File: config.mk
export PLATFORM = sky130hd
export DESIGN_NAME = uart_rx
export DESIGN_NICKNAME = d
export VERILOG_FILES = /design/src/rtl/uart_rx_pkg.sv /design/src/rtl/uart_rx_sync_2ff.sv /design/src/rtl/uart_rx.sv
export SDC_FILE = /design/constraint.sdc
export NUM_CORES = 1
export LEC_CHECK = 0
export CORE_MARGIN = 2
export CORE_UTILIZATION = 55
export CTS_CLUSTER_SIZE = 20
export DETAILED_ROUTE_END_ITERATION = 12
export PLACE_DENSITY_LB_ADDON = 0.2
export SLEW_MARGIN = 20
export SYNTH_ARGS = -nofsm -noshare
export SYNTH_HDL_FRONTEND = slang
export SYNTH_SLANG_ARGS = --single-unit
export TNS_END_PERCENT = 100
File: constraint.sdc
create_clock -name clk -period 2.8 [get_ports clk]
set_clock_uncertainty 0.15 [all_clocks]
set_input_delay 0.84 -clock clk [delete_from_list [all_inputs] [get_ports clk]]
set_output_delay 0.84 -clock clk [all_outputs]
set_load 0.005 [all_outputs]
File: src/rtl/uart_rx_pkg.sv
// ============================================================================
// Module : uart_rx_pkg
// Brief  : FSM state encoding and width helper shared by the UART receiver.
// Rev    : 1.0
// ============================================================================
`default_nettype none

package uart_rx_pkg;

  typedef enum logic [1:0] {
    S_IDLE  = 2'd0,
    S_START = 2'd1,
    S_DATA  = 2'd2,
    S_STOP  = 2'd3
  } state_t;

  // Counter width that stays legal (>= 1 bit) for degenerate sizes.
  function automatic int cnt_width(input int n);
    return (n > 1) ? $clog2(n) : 1;
  endfunction

endpackage

`default_nettype wire

File: src/rtl/uart_rx_sync_2ff.sv
// ============================================================================
// Module : uart_rx_sync_2ff
// Brief  : Two-flop synchroniser with a parameterised reset value.
// Rev    : 1.0
// ============================================================================
`default_nettype none

module uart_rx_sync_2ff #(
  parameter int               WIDTH     = 1,
  parameter logic [WIDTH-1:0] RESET_VAL = '1
) (
  input  logic             clk,
  input  logic             reset,
  input  logic [WIDTH-1:0] d,
  output logic [WIDTH-1:0] q
);

  logic [WIDTH-1:0] r_meta;

  always_ff @(posedge clk or negedge reset) begin
    if (!reset) begin
      r_meta <= RESET_VAL;
      q      <= RESET_VAL;
    end else begin
      r_meta <= d;
      q      <= r_meta;
    end
  end

endmodule

`default_nettype wire

File: src/rtl/uart_rx.sv
// ============================================================================
// Module : uart_rx
// Brief  : 8N1 UART receiver with mid-bit sampling; writes good bytes to the
//          RX FIFO and pulses framing-error / overrun flags.
// Rev    : 1.0
// ============================================================================
`default_nettype none

module uart_rx
  import uart_rx_pkg::*;
#(
  parameter int CLKS_PER_BIT = 868,
  parameter int DATA_BITS    = 8
) (
  input  logic                 clk,
  input  logic                 reset,
  input  logic                 rxd,
  input  logic                 fifo_full,
  output logic [DATA_BITS-1:0] data_out,
  output logic                 wr_en,
  output logic                 frame_err,
  output logic                 overrun,
  output logic                 busy
);

  localparam int CNT_W = cnt_width(CLKS_PER_BIT);
  localparam int IDX_W = cnt_width(DATA_BITS);

  localparam logic [CNT_W-1:0] C_CNT_LAST = CNT_W'(CLKS_PER_BIT - 1);
  localparam logic [CNT_W-1:0] C_CNT_MID  = CNT_W'(CLKS_PER_BIT / 2 - 1);
  localparam logic [IDX_W-1:0] C_IDX_LAST = IDX_W'(DATA_BITS - 1);

  state_t               r_state, w_state_nxt;
  logic [CNT_W-1:0]     r_cnt, w_cnt_nxt;
  logic [IDX_W-1:0]     r_idx, w_idx_nxt;
  logic [DATA_BITS-1:0] r_shift, w_shift_nxt, w_shift_in;
  logic [DATA_BITS-1:0] w_data_nxt;
  logic                 w_wr_nxt, w_fe_nxt, w_ov_nxt;
  logic                 w_rxd_s, r_rxd_d, w_fall;

  uart_rx_sync_2ff #(
    .WIDTH     (1),
    .RESET_VAL (1'b1)
  ) u_sync (
    .clk   (clk),
    .reset (reset),
    .d     (rxd),
    .q     (w_rxd_s)
  );

  assign w_fall = r_rxd_d & ~w_rxd_s;
  assign busy   = (r_state != S_IDLE);

  // LSB-first line: each new bit enters at the MSB and the word shifts right.
  if (DATA_BITS > 1) begin : g_shift_wide
    assign w_shift_in = {w_rxd_s, r_shift[DATA_BITS-1:1]};
  end else begin : g_shift_single
    assign w_shift_in = w_rxd_s;
  end

  always_comb begin
    w_state_nxt = r_state;
    w_cnt_nxt   = r_cnt + 1'b1;
    w_idx_nxt   = r_idx;
    w_shift_nxt = r_shift;
    w_data_nxt  = data_out;
    w_wr_nxt    = 1'b0;
    w_fe_nxt    = 1'b0;
    w_ov_nxt    = 1'b0;

    case (r_state)
      S_IDLE: begin
        w_cnt_nxt = '0;
        if (w_fall) begin
          w_state_nxt = S_START;
        end
      end
      S_START: begin
        if (r_cnt == C_CNT_MID) begin
          w_cnt_nxt = '0;
          if (!w_rxd_s) begin
            w_state_nxt = S_DATA;
            w_idx_nxt   = '0;
          end else begin
            w_state_nxt = S_IDLE;
          end
        end
      end
      S_DATA: begin
        if (r_cnt == C_CNT_LAST) begin
          w_cnt_nxt   = '0;
          w_shift_nxt = w_shift_in;
          if (r_idx == C_IDX_LAST) begin
            w_state_nxt = S_STOP;
          end else begin
            w_idx_nxt = r_idx + 1'b1;
          end
        end
      end
      S_STOP: begin
        // Leaving at mid-stop lets an immediately following start bit be caught.
        if (r_cnt == C_CNT_LAST) begin
          w_cnt_nxt   = '0;
          w_state_nxt = S_IDLE;
          if (w_rxd_s) begin
            if (!fifo_full) begin
              w_data_nxt = r_shift;
              w_wr_nxt   = 1'b1;
            end else begin
              w_ov_nxt = 1'b1;
            end
          end else begin
            w_fe_nxt = 1'b1;
          end
        end
      end
      default: begin
        w_state_nxt = S_IDLE;
        w_cnt_nxt   = '0;
      end
    endcase
  end

  always_ff @(posedge clk or negedge reset) begin
    if (!reset) begin
      r_state   <= S_IDLE;
      r_cnt     <= '0;
      r_idx     <= '0;
      r_shift   <= '0;
      r_rxd_d   <= 1'b1;
      data_out  <= '0;
      wr_en     <= 1'b0;
      frame_err <= 1'b0;
      overrun   <= 1'b0;
    end else begin
      r_state   <= w_state_nxt;
      r_cnt     <= w_cnt_nxt;
      r_idx     <= w_idx_nxt;
      r_shift   <= w_shift_nxt;
      r_rxd_d   <= w_rxd_s;
      data_out  <= w_data_nxt;
      wr_en     <= w_wr_nxt;
      frame_err <= w_fe_nxt;
      overrun   <= w_ov_nxt;
    end
  end

endmodule

`default_nettype wire
==> flow_metrics.tcl, run 1 <==
set metrics [dict create \
    rows 19 \
    die_height_um 59.1 \
    overflow 0 \
    synth_fp_nets 138 \
    wl_mm 2.73 \
    p_int_w 0.000861 \
    cts_buffers 5 \
    antenna_cells 0 \
    crit_slowest_cell "dfrtp_1" \
    power_density_nw_per_um2 613 \
    ant_nets 0 \
    cts_htree_levels 2 \
    fmaxAchievable_mhz 390 \
    grtUsageTotal_pct 19.6 \
    layout_commonest_cell "dfrtp_1" \
    nets 160 \
    cts_tree "built" \
    pwr-share-seq_pct 55.9 \
    layout_min_cycle_time_ns 2.56 \
    synthToLayoutAreaGrowth_pct 16.2 \
    clkPwrFrac_pct 32.8 \
    post_cts_buffers 0 \
    worstMarginPinSlew_ns 0.478 \
    ys_types 34 \
    n_fill_cell 218 \
    cp-start-kind "flip-flop" \
    status "finished clean" \
    post_drt_via_cell_ratio 5.70 \
    drc 0 \
    crit_type "flip-flop to primary output" \
    drive_above_1_share_pct 30.1 \
    via_count 1049 \
    synth_cells 130 \
    synth_edf_count 0 \
    io_pins 16 \
    switching_power_w 0.000328 \
    grt_pass1_vias 1064 \
    finalPower_w 0.00119 \
    grt_pass1_wl_mm 4.97 \
    port_buffers 15 \
    synthArstFlopShare_pct 100 \
    cts.clk_slew.worst_paths_ns 0.11 \
    combPwrFrac_pct 11.3 \
    arrival_ns 1.57 \
    fin_cells 184 \
    dieArea_um2 3490 \
    cts-root-buf "clkbuf_4" \
    clock_sinks 37 \
    ir_worst_vdd_mv 0.787 \
    drt_iter0_markers 20 \
    slew_viol_final 0 \
    wl_per_cell_um 14.8 \
    crit_required_ns 1.81 \
    holdWs_ns 0.218 \
    regArea_um2 930 \
    cts_resized 0 \
    netlist_area_um2 1670 \
    chipWidth_um 59.1 \
    cp_max_fo 8 \
    p_leak_nw 0.894 \
    ys.flop_type "dfrtp_1" \
    hp-class "flip-flop to flip-flop" \
    cts_hold_buffers 0 \
    hpwl_mm 1.91 \
    initial_utilization_pct 59.0 \
    ys_seq_elements 37 \
    mostFrequentLayoutCells "dfrtp_1 (34), mux2_2 (19), nor2_1 (18)" \
    drt-pass1-iter-count 4 \
    finalHoldViolations 0 \
    setup-violations-final 0 \
    ys_seq_area_share_pct 55.7 \
    clock_latency_ns 0.35 \
    core-area_um2 2830 \
    max-cap-violations 0 \
    multi_input_area_um2 709 \
    period_share_pct 91.6 \
    sw_frac_of_total_pct 27.6 \
    slew_headroom_pct 68.2 \
    rsz0062_at_grt "false" \
    cp-end-kind "primary output" \
    yosysWarnings 0 \
    dp.cells 176 \
    cp_cell_sequence "or2_2 -> clkdlybuf4s50_1" \
    place.gp.congestion 0.834 \
    tns_ns 0 \
    max_stage_delay_ns 0.47 \
    synth.avg_cell_area_um2 12.8 \
    clk_path_buf_depth 2 \
    antenna_found_initial 0 \
    grt_max_degree 38 \
]
-- synthesized netlist by cell type, types with 3 or more instances --
master | n | share of area [%]
nor2_1 | 18 | 4.0
dfrtp_1 | 34 | 51
dfstp_2 | 3 | 4.7
xnor2_1 | 3 | 1.6
ha_1 | 4 | 3.0
nand2_1 | 6 | 1.3
nand3_1 | 5 | 1.5
mux2_2 | 19 | 13
nand4_1 | 3 | 1.1
xor2_1 | 5 | 2.6
-- cell type report --
| type | count | area share [%] |
|---|---|---|
| flip-flops and latches | 37 | 47.9 |
| multi-input cells | 89 | 36.6 |
| repair buffers | 17 | 8.52 |
| clock buffers | 6 | 2.65 |
| well taps | 31 | 2.00 |
| clock inverters | 2 | 1.94 |
| inverters | 2 | 0.387 |
-- critical path, delay by kind of cell (launching register included) --
| kind | cells | cell delay, ns |
|---|---|---|
| buffers and inverters | 1 | 0.45 |
| DFF | 1 | 0.47 |
| and+or+nand+nor | 1 | 0.32 |
-- power groups by stage --
stage	Combinational [W]	Sequential, W	Clock [W]
6_report	0.000134	0.000665	0.000390
5_1_grt	0.000157	0.000674	0.000426
4_1_cts	0.000136	0.000663	0.000404
3_5_place_dp	0.000134	0.000673	0
3_3_place_gp	0.000126	0.000666	0
2_1_floorplan	0.000125	0.000644	0
-- stage by stage --
stage / utilization (%) / instance area, um^2 / setup WS [ns]
3_3_place_gp: 65.4 / 1850 / 0.330
6_report: 68.6 / 1940 / 0.235
2_1_floorplan: - / 1670 / 0.836
4_1_cts: 68.6 / 1940 / 0.216
3_5_place_dp: 65.4 / 1850 / 0.280
5_1_grt: 68.6 / 1940 / 0.158
-- flip-flops by register name, summed over array words and instances, names as in the netlist, named ones only --
register	cells
r_cnt	10
frame_err	1
u_sync.q	1
r_state	1
r_rxd_d	1
r_shift	8
wr_en	1
data_out	8
overrun	1
r_idx	3
u_sync.r_meta	1
-- logic make-up after synthesis --
family / Yosys count / share of synthesized area (%)
AND/OR/NAND/NOR: 51 / 18.7
flip-flops: 37 / 55.7
multiplexers: 19 / 12.8
XOR/XNOR: 8 / 4.20
AO/OA/AOI/OAI: 7 / 3.75
buffers and inverters: 4 / 1.80
adder cells (fa/ha/maj): 4 / 3.00
-- worst paths after layout --
check / end / start / slack, ns / cells past startpoint
max reg2reg: data_out[3] / r_cnt[4] / 0.70 / 4
min: u_sync.q / u_sync.r_meta / 0.22 / 0
max: busy / r_state[0] / 0.24 / 2
max in group asynchronous: u_sync.q / reset / 1.40 / 2
min in group asynchronous: wr_en / reset / 0.74 / 2
min reg2reg: u_sync.q / u_sync.r_meta / 0.22 / 0
-- routing by layer --
layer	up-vias	wire, um	track usage [%]
li1	504	-	-
met1	520	1270	24.9
met2	20	1300	30.6
met3	5	104	5.46
met4	0	53	9.74
met5	-	0	0
(Power assumes the default switching activity.)
==> run 2: changes to the inputs <==
Settings changed: SLEW_MARGIN 20 to 10.
==> results of run 2 <==
No change in the layout: final DEF, timing and power equal those of run 1.
==> run 3: changes to the inputs <==
Settings changed: PLACE_DENSITY set to 0.85, PLACE_DENSITY_LB_ADDON 0.2 to unset.
==> run 3 against run 2 <==
  * First-iteration DRC count grew to 3.0 times the previous value
  * Final cell count is 0.54% lower
  * Combinational power barely moved
  * Non-clock buffer count decreased by 1
  * Via count up 2.4%
  * Total power down 0.13%
  * Wire length increased by 4.0%
  * Worst hold slack worse by 0.0054 ns
  * Sequential share of layout area up 0.19 points
  * Count of clock-buffer cells in the layout unchanged
  * Critical path type unchanged
  * Critical endpoint unchanged
==> flow_metrics.tcl, run 3 (synthesis results as in run 1) <==
set metrics [dict create \
    n_fill_cell 214 \
    cts_tree "built" \
    layout_min_cycle_time_ns 2.67 \
    p_leak_nw 0.888 \
    largest_reg_flops 10 \
    pwr-share-seq_pct 55.8 \
    clock_latency_ns 0.35 \
    core-area_um2 2830 \
    layout_commonest_cell "dfrtp_1" \
    cp_max_fo 13 \
    overflow 0 \
    drt-pass1-iter-count 4 \
    rsz0062_at_grt "false" \
    hold_path_startpoint "u_sync.r_meta" \
    hp-class "flip-flop to flip-flop" \
    slew_viol_final 0 \
    chipWidth_um 59.1 \
    clk_path_buf_depth 2 \
    drive_above_1_share_pct 29.6 \
    post_drt_via_cell_ratio 5.87 \
    slew_headroom_pct 69.0 \
    crit_buf_inv 1 \
    initial_utilization_pct 59.0 \
    finalHoldViolations 0 \
    io_pins 16 \
    die_height_um 59.1 \
    switching_power_w 0.000327 \
    crit_type "flip-flop to primary output" \
    worstMarginPinSlew_ns 0.465 \
    top_regs "r_cnt: 10 flops, data_out: 8 flops, r_shift: 8 flops" \
    place.gp.congestion 0.809 \
    p_int_w 0.000861 \
    grt_pass1_vias 1156 \
    holdWs_ns 0.213 \
    post_cts_buffers 0 \
    clkPwrFrac_pct 32.7 \
    arrival_ns 1.68 \
    wl_mm 2.84 \
    clock_sinks 37 \
    top_register "r_cnt" \
    dieArea_um2 3490 \
    crit_slowest_cell "dfrtp_1" \
    cts.clk_slew.worst_paths_ns 0.11 \
    power_density_nw_per_um2 615 \
    combPwrFrac_pct 11.5 \
    fin_cells 183 \
    finish.utilization_pct 68.3 \
    cp-end-kind "primary output" \
    max_stage_delay_ns 0.53 \
    crit_required_ns 1.81 \
    grt_max_degree 38 \
    status "finished clean" \
    antenna_found_initial 0 \
    cp-start-kind "flip-flop" \
    grt_pass1_wl_mm 5.26 \
    synthToLayoutAreaGrowth_pct 15.7 \
    sw_frac_of_total_pct 27.5 \
    multi_input_area_um2 709 \
    drt_iter0_markers 60 \
    ant_nets 0 \
    worst_path_dominant_cell_family "flip-flops" \
    drc 0 \
    cts_buffers 5 \
    setup-violations-final 0 \
    tns_ns 0 \
    cts_htree_levels 2 \
    grtUsageTotal_pct 20.6 \
    regArea_um2 930 \
    rows 19 \
    via_count 1074 \
    dp.cells 175 \
    max-cap-violations 0 \
    hpwl_mm 2.08 \
    antenna_cells 0 \
    period_share_pct 95.5 \
    cp_cell_sequence "or2_2 -> clkdlybuf4s50_1" \
    port_buffers 15 \
    wl_per_cell_um 15.5 \
    cts_hold_buffers 0 \
    ir_worst_vdd_mv 0.404 \
    cts_resized 0 \
    finalPower_w 0.00119 \
    fmaxAchievable_mhz 374 \
    nets 159 \
    cts-root-buf "clkbuf_4" \
    mostFrequentLayoutCells "dfrtp_1 (34), mux2_2 (19), nor2_1 (18)" \
]
-- run 3: cell type report --
type / instances / area share [%]
Timing Repair Buffer: 16 / 8.16
Inverter: 2 / 0.389
Clock buffer: 6 / 2.66
Clock inverter: 2 / 1.94
Tap cell: 31 / 2.01
Multi-Input combinational cell: 89 / 36.7
Sequential cell: 37 / 48.1
-- run 3: worst paths after layout --
path | slack, ns | cells past startpoint | to
worst min-delay path | 0.21 | 0 | u_sync.q
min in group asynchronous | 0.74 | 2 | frame_err
worst min register to register | 0.21 | 0 | u_sync.q
worst max-delay path | 0.13 | 2 | busy
worst max register to register | 0.70 | 4 | r_idx[1]
max in group asynchronous | 1.42 | 2 | u_sync.q
-- run 3: through the flow --
stage          worst slack, ns  instance area (um^2)
2_1_floorplan            0.836                  1670
3_3_place_gp             0.330                  1840
3_5_place_dp             0.278                  1840
4_1_cts                  0.108                  1930
5_1_grt                 0.0313                  1930
6_report                 0.126                  1930
-- run 3: per-layer routing --
layer	track usage (%)	vias to the layer above	share of wire [%]
met5	0	-	0
met4	8.12	0	1.6
met2	34.8	26	51
met3	5.90	4	3.6
li1	-	500	-
met1	24.9	544	43
-- run 3: power groups by stage --
stage | registers (W) | clock network, W | logic (W)
floorplan | 0.000644 | 0 | 0.000125
global placement | 0.000664 | 0 | 0.000126
detailed placement | 0.000672 | 0 | 0.000137
CTS | 0.000661 | 0.000401 | 0.000137
global route | 0.000676 | 0.000423 | 0.000157
finish | 0.000663 | 0.000389 | 0.000136
